`src/rtl/result_trace_capture.sv`:
```
// result_trace_capture: triggered trace buffer for ALU result samples.
// Samples are captured into a circular buffer while armed; a selectable trigger
// starts a post-trigger window, after which the buffer is read out oldest-first
// through a valid/ready port. The buffer keeps the most recent DEPTH samples.
module result_trace_capture #(
    parameter int DATA_W    = 32,
    parameter int DEPTH     = 16,
    parameter int POST_TRIG = 8
) (
    input  logic                       clk,
    input  logic                       rst,
    input  logic                       sample_valid,
    input  logic [DATA_W-1:0]          result,
    input  logic [DATA_W-1:0]          wdata,
    input  logic                       zero,
    input  logic                       lt,
    input  logic                       ltu,
    input  logic                       arm,
    input  logic [1:0]                 trig_mode,
    input  logic [DATA_W-1:0]          match_val,
    input  logic                       rd_ready,
    output logic                       rd_valid,
    output logic [2*DATA_W+2:0]        rd_data,
    output logic [1:0]                 state,
    output logic                       triggered,
    output logic [$clog2(DEPTH):0]     count,
    output logic                       overflow
);

    localparam int AW      = $clog2(DEPTH);
    localparam int CW      = AW + 1;
    localparam int ENTRY_W = 2 * DATA_W + 3;

    typedef enum logic [1:0] {
        S_IDLE  = 2'd0,
        S_ARMED = 2'd1,
        S_POST  = 2'd2,
        S_DONE  = 2'd3
    } state_t;

    // Registered state and its next-state values.
    state_t          state_q,    state_d;
    logic [AW-1:0]   wr_ptr_q,   wr_ptr_d;
    logic [AW-1:0]   rd_ptr_q,   rd_ptr_d;
    logic [AW-1:0]   post_cnt_q, post_cnt_d;
    logic [CW-1:0]   count_q,    count_d;
    logic            overflow_q, overflow_d;

    // Trace storage: one entry per accepted sample.
    logic [ENTRY_W-1:0] mem [DEPTH];

    logic               capturing;
    logic               accept;
    logic               trig_hit;
    logic               buf_full;
    logic               enter_done;
    logic [ENTRY_W-1:0] wr_entry;

    // Samples only land in the buffer while a capture is in progress.
    assign capturing = (state_q == S_ARMED) || (state_q == S_POST);
    assign accept    = sample_valid && capturing;
    assign buf_full  = (count_q == CW'(DEPTH));
    assign wr_entry  = {ltu, lt, zero, wdata, result};

    // Trigger condition on the sample presented this cycle; it is only acted
    // on when that sample is also accepted.
    always_comb begin
        // NOTE: every combinational output gets a default before any branch,
        // otherwise a path that skips the assignment infers a latch.
        trig_hit = 1'b0;
        unique case (trig_mode)
            2'd0:    trig_hit = 1'b1;
            2'd1:    trig_hit = zero;
            2'd2:    trig_hit = (result == match_val);
            2'd3:    trig_hit = lt | ltu;
            default: trig_hit = 1'b0;
        endcase
    end

    // Next-state logic: capture bookkeeping, trigger window and readout pops.
    always_comb begin
        state_d    = state_q;
        wr_ptr_d   = wr_ptr_q;
        rd_ptr_d   = rd_ptr_q;
        post_cnt_d = post_cnt_q;
        count_d    = count_q;
        overflow_d = overflow_q;
        enter_done = 1'b0;

        // Every accepted sample advances the write pointer; once the buffer
        // is full the oldest entry is overwritten instead of growing count.
        if (accept) begin
            wr_ptr_d = wr_ptr_q + AW'(1);
            if (buf_full) begin
                overflow_d = 1'b1;
            end else begin
                count_d = count_q + CW'(1);
            end
        end

        unique case (state_q)
            S_IDLE: begin
                if (arm) begin
                    state_d    = S_ARMED;
                    wr_ptr_d   = '0;
                    rd_ptr_d   = '0;
                    count_d    = '0;
                    overflow_d = 1'b0;
                    post_cnt_d = '0;
                end
            end

            S_ARMED: begin
                // The trigger sample itself is stored; the window that follows
                // holds POST_TRIG further accepted samples.
                if (accept && trig_hit) begin
                    post_cnt_d = AW'(POST_TRIG);
                    if (POST_TRIG == 0) begin
                        state_d    = S_DONE;
                        enter_done = 1'b1;
                    end else begin
                        state_d = S_POST;
                    end
                end
            end

            S_POST: begin
                // Gaps in sample_valid do not consume the window.
                if (accept) begin
                    post_cnt_d = post_cnt_q - AW'(1);
                    if (post_cnt_q == AW'(1)) begin
                        state_d    = S_DONE;
                        enter_done = 1'b1;
                    end
                end
            end

            S_DONE: begin
                // A re-arm abandons the readout and wins over a pop.
                if (arm) begin
                    state_d    = S_ARMED;
                    wr_ptr_d   = '0;
                    rd_ptr_d   = '0;
                    count_d    = '0;
                    overflow_d = 1'b0;
                    post_cnt_d = '0;
                end else if (count_q == '0) begin
                    state_d = S_IDLE;
                end else if (rd_ready) begin
                    rd_ptr_d = rd_ptr_q + AW'(1);
                    count_d  = count_q - CW'(1);
                end
            end

            default: state_d = S_IDLE;
        endcase

        // Readout starts at the oldest surviving entry. With a full buffer
        // count truncates to zero and the oldest entry is at the write pointer.
        if (enter_done) begin
            rd_ptr_d = wr_ptr_d - count_d[AW-1:0];
        end
    end

    // State register with asynchronous reset; captured data is discarded.
    always_ff @(posedge clk or posedge rst) begin
        if (rst) begin
            // NOTE: registers use non-blocking assignments so every flop
            // samples the pre-edge values, independent of statement order.
            state_q    <= S_IDLE;
            wr_ptr_q   <= '0;
            rd_ptr_q   <= '0;
            post_cnt_q <= '0;
            count_q    <= '0;
            overflow_q <= 1'b0;
        end else begin
            state_q    <= state_d;
            wr_ptr_q   <= wr_ptr_d;
            rd_ptr_q   <= rd_ptr_d;
            post_cnt_q <= post_cnt_d;
            count_q    <= count_d;
            overflow_q <= overflow_d;
        end
    end

    // Buffer write port.
    always_ff @(posedge clk) begin
        // NOTE: the storage array is deliberately not reset; count gates every
        // read, so stale contents are never presented as valid.
        if (accept) begin
            mem[wr_ptr_q] <= wr_entry;
        end
    end

    // Output view of the internal state.
    assign state     = state_q;
    assign triggered = (state_q == S_POST) || (state_q == S_DONE);
    assign count     = count_q;
    assign overflow  = overflow_q;
    assign rd_valid  = (state_q == S_DONE) && (count_q != '0);
    assign rd_data   = mem[rd_ptr_q];

    // Structural invariants of the buffer bookkeeping.
    assert property (@(posedge clk) disable iff (rst) count_q <= CW'(DEPTH))
        else $error("count exceeds buffer depth");
    assert property (@(posedge clk) disable iff (rst) rd_valid |-> (state_q == S_DONE))
        else $error("rd_valid outside readout");

endmodule

```
`config.mk`:
```
export PLATFORM = sky130hd
export DESIGN_NAME = result_trace_capture
export DESIGN_NICKNAME = d
export VERILOG_FILES = /design/src/rtl/result_trace_capture.sv
export SDC_FILE = /design/constraint.sdc
export NUM_CORES = 1
export LEC_CHECK = 0
export BUFFER_PORTS_ARGS = -buffer_cell sky130_fd_sc_hd__buf_2
export CORE_ASPECT_RATIO = 0.7
export CORE_MARGIN = 2
export CORE_UTILIZATION = 65
export DETAILED_ROUTE_END_ITERATION = 8
export PLACE_DENSITY = 0.83
export SLEW_MARGIN = 20
export SYNTH_ARGS = -nofsm -noshare
export SYNTH_HDL_FRONTEND = slang
export SYNTH_SLANG_ARGS = --single-unit
```
`constraint.sdc`:
```
create_clock -name clk -period 8 [get_ports clk]
set_input_delay 0.8 -clock clk [delete_from_list [all_inputs] [get_ports clk]]
set_output_delay 0.8 -clock clk [all_outputs]
set_load 0.01 [all_outputs]
```
==> run metrics <==
Total GRT Usage=31.7%; crit start category=flip-flop; CTS Sinks=1092; nets=2076; Worst-Margin Slew=1130 ps; Max Cap Violations=0; Starting Density=between 60% and 70%; Max H-tree Level=3; initial antenna violation count=7; total grt overflow=0; synth unique cells=between 50 and 60; total CTS buffers=96; Seq/Total Area, Yosys=77.5%; vias in the first global route=21017; cell area after synthesis=approximately 0.042 mm^2; total die area=0.0670 mm^2; RSZ-0062 raised after global routing=false; CP startpoint=rd_ptr_q[0]; CP Capture Type=primary output; worst setup margin=3250 ps; pwr dens=333 mW/mm^2; final setup TNS=0 ps; RePlAce Congestion=roughly 0.81; most frequent cells in the layout=edfxtp_1 (1072), mux4_2 (335), buf_2 (182); Cells after DPL=2733; Slew headroom=between 20 and 25%; Post-CTS Repair Setup Buffers=0; Cells after Synth=1728; clock latency at the later pin of the worst-skew pair=between 600 and 700 ps; status=finished clean; CTS clk-pin slew, worst paths=70 ps; TritonCTS clock tree=built; CTS Buffer Depth=3; final hold vios=0; final cycle utilization of the critical path=59.4%; PortBufs=between 150 and 200; CP arrival=3950 ps; post-route minimum period=4750 ps; via count=20358; Ys Warns=0; die span in y=217 um; Max Fclk=roughly 210 MHz; Avg WL per Cell=35.4 um; area post-placement=0.0441 mm^2; pre-CTS setup slack=~3800 ps; die span in x=309 um; Residual DRC=0; IO Count=183; wirelength, routed=103000 um; share of cells above drive strength 1=about 34%; FF-to-FF Start=state[1]; initial DRC count=3015; CTS Hold Bufs=0; Routed Antenna Nets=0; largest net degree at the start of global routing=158; first-pass GRT wire length=149000 um; Leakage=0.0149 uW; Mapped Nets=1853; core footprint=0.0645 mm^2; reg2reg path depth=6; required time of the critical path=7200 ps; HPWL Detailed=between 40000 and 50000 um; Mean Syn Cell Area=approximately 24 um^2; Resized cells post-CTS=0; # setup viols final=0; Main synth FF type=edfxtp_1; clock skew=approximately 21 ps; Tot Pwr=15700 uW; commonest non-fill, non-tap cell in the layout=edfxtp_1; Slew Limit Fails=0; root buffer cell=clkbuf_16; drt pass-1 iters=7; CP Class=flip-flop to primary output; Peak supply drop=between 0.3 and 0.4 mV; Yosys reg bits=around 1100; # rows=78; Finished Cell Area=0.0471 mm^2; Max FO, Critical Path=approximately 110; EDFF count, synth=approximately 1100; via/cell ratio=6.99; Syn-to-layout area delta=11.7%; Post-Layout Cell Count=between 2000 and 3000; Post-synth ARST share=1.83%; HP Class=input pin to async pin
==> area by class of cell <==
type	count	area, um^2
fillers	3351	17400
inverters	16	60.1
flip-flops and latches	1092	32700
clock inverters	42	330
multi-input cells	539	9100
repair buffers	206	1130
clock buffers	131	2660
diodes	6	15.0
well taps	880	1100
==> layer usage <==
metal | track usage (%) | up-vias | wire length, um
met5 | 0 | - | 44
met4 | 9.80 | 8 | 3120
met3 | 5.99 | 217 | 10300
met2 | 52.9 | 1455 | 53300
met1 | 43.7 | 10771 | 36300
li1 | - | 7907 | -
==> path summary, 6_finish.rpt <==
check	endpoint	slack [ps]
setup / recovery	rd_data[44]	3250
hold / removal	count[4]	300
setup reg to reg	mem[9][64]	4180
hold reg to reg	overflow	490
max in group asynchronous	rd_ptr_q[0]	7100
min in group clk	overflow	490
==> metrics by stage <==
step	util (%)	hold slack, ps
finish	73.0	300
global route	73.0	363
CTS	73.0	294
detailed placement	68.4	474
global placement	68.4	482
floorplan	-	516
==> registers in the layout, summed over array words and instances, names as in the netlist <==
signal and cells:
rd_ptr_q 4, overflow 1, state 2, post_cnt_q 4, wr_ptr_q 4, mem 1072, count 5
==> power by group <==
| group | internal [uW] | total [uW] | switching [uW] |
|---|---|---|---|
| logic | 2110 | 4270 | 2150 |
| clock network | 2490 | 4500 | 2010 |
| registers | 6620 | 6920 | 298 |
==> cells in the mapped netlist, drive strengths merged, types with 2 or more instances <==
cell    count  share of area, %
edfxtp   1072                76
a21oi      10              0.14
nor4        8              0.12
nor2b       2             0.030
nor3b       4             0.083
xor2       34              0.71
or2         2             0.030
inv        16              0.14
nor3        6             0.071
mux2i       3             0.071
a22o        4             0.083
mux2        2             0.053
dfrtp      20               1.2
ha         18              0.53
xnor2       3             0.062
o21ai       6             0.071
and2       14              0.21
buf        44              0.58
nand4       2             0.030
nand2b      3             0.044
o221ai      3             0.062
clkbuf     37              0.33
nand3       8             0.095
a211oi      2             0.036
nor2       13              0.12
o32ai       2             0.042
and3        8              0.12
a21o        3             0.053
o22ai       3             0.044
o21a        4             0.071
or3b        2             0.042
nand2      17              0.15
mux4      335                18
==> cells by family after synthesis <==
group                    Yosys count  synth area share (%)
adder cells (fa/ha/maj)           19                 0.581
multiplexers                     340                  18.0
XOR/XNOR                          37                 0.768
AND/OR/NAND/NOR                   95                  1.27
buffers and inverters             97                  1.05
AO/OA/AOI/OAI                     48                 0.828
flip-flops                      1092                  77.5
==> worst max-delay path: stages, from the launching register on <==
cell and delay, ps:
dfrtp_4 1100, buf_12 740, mux4_2 630, mux4_2 540
buf_2 180
No activity file was read; power rests on OpenSTA's default activity.
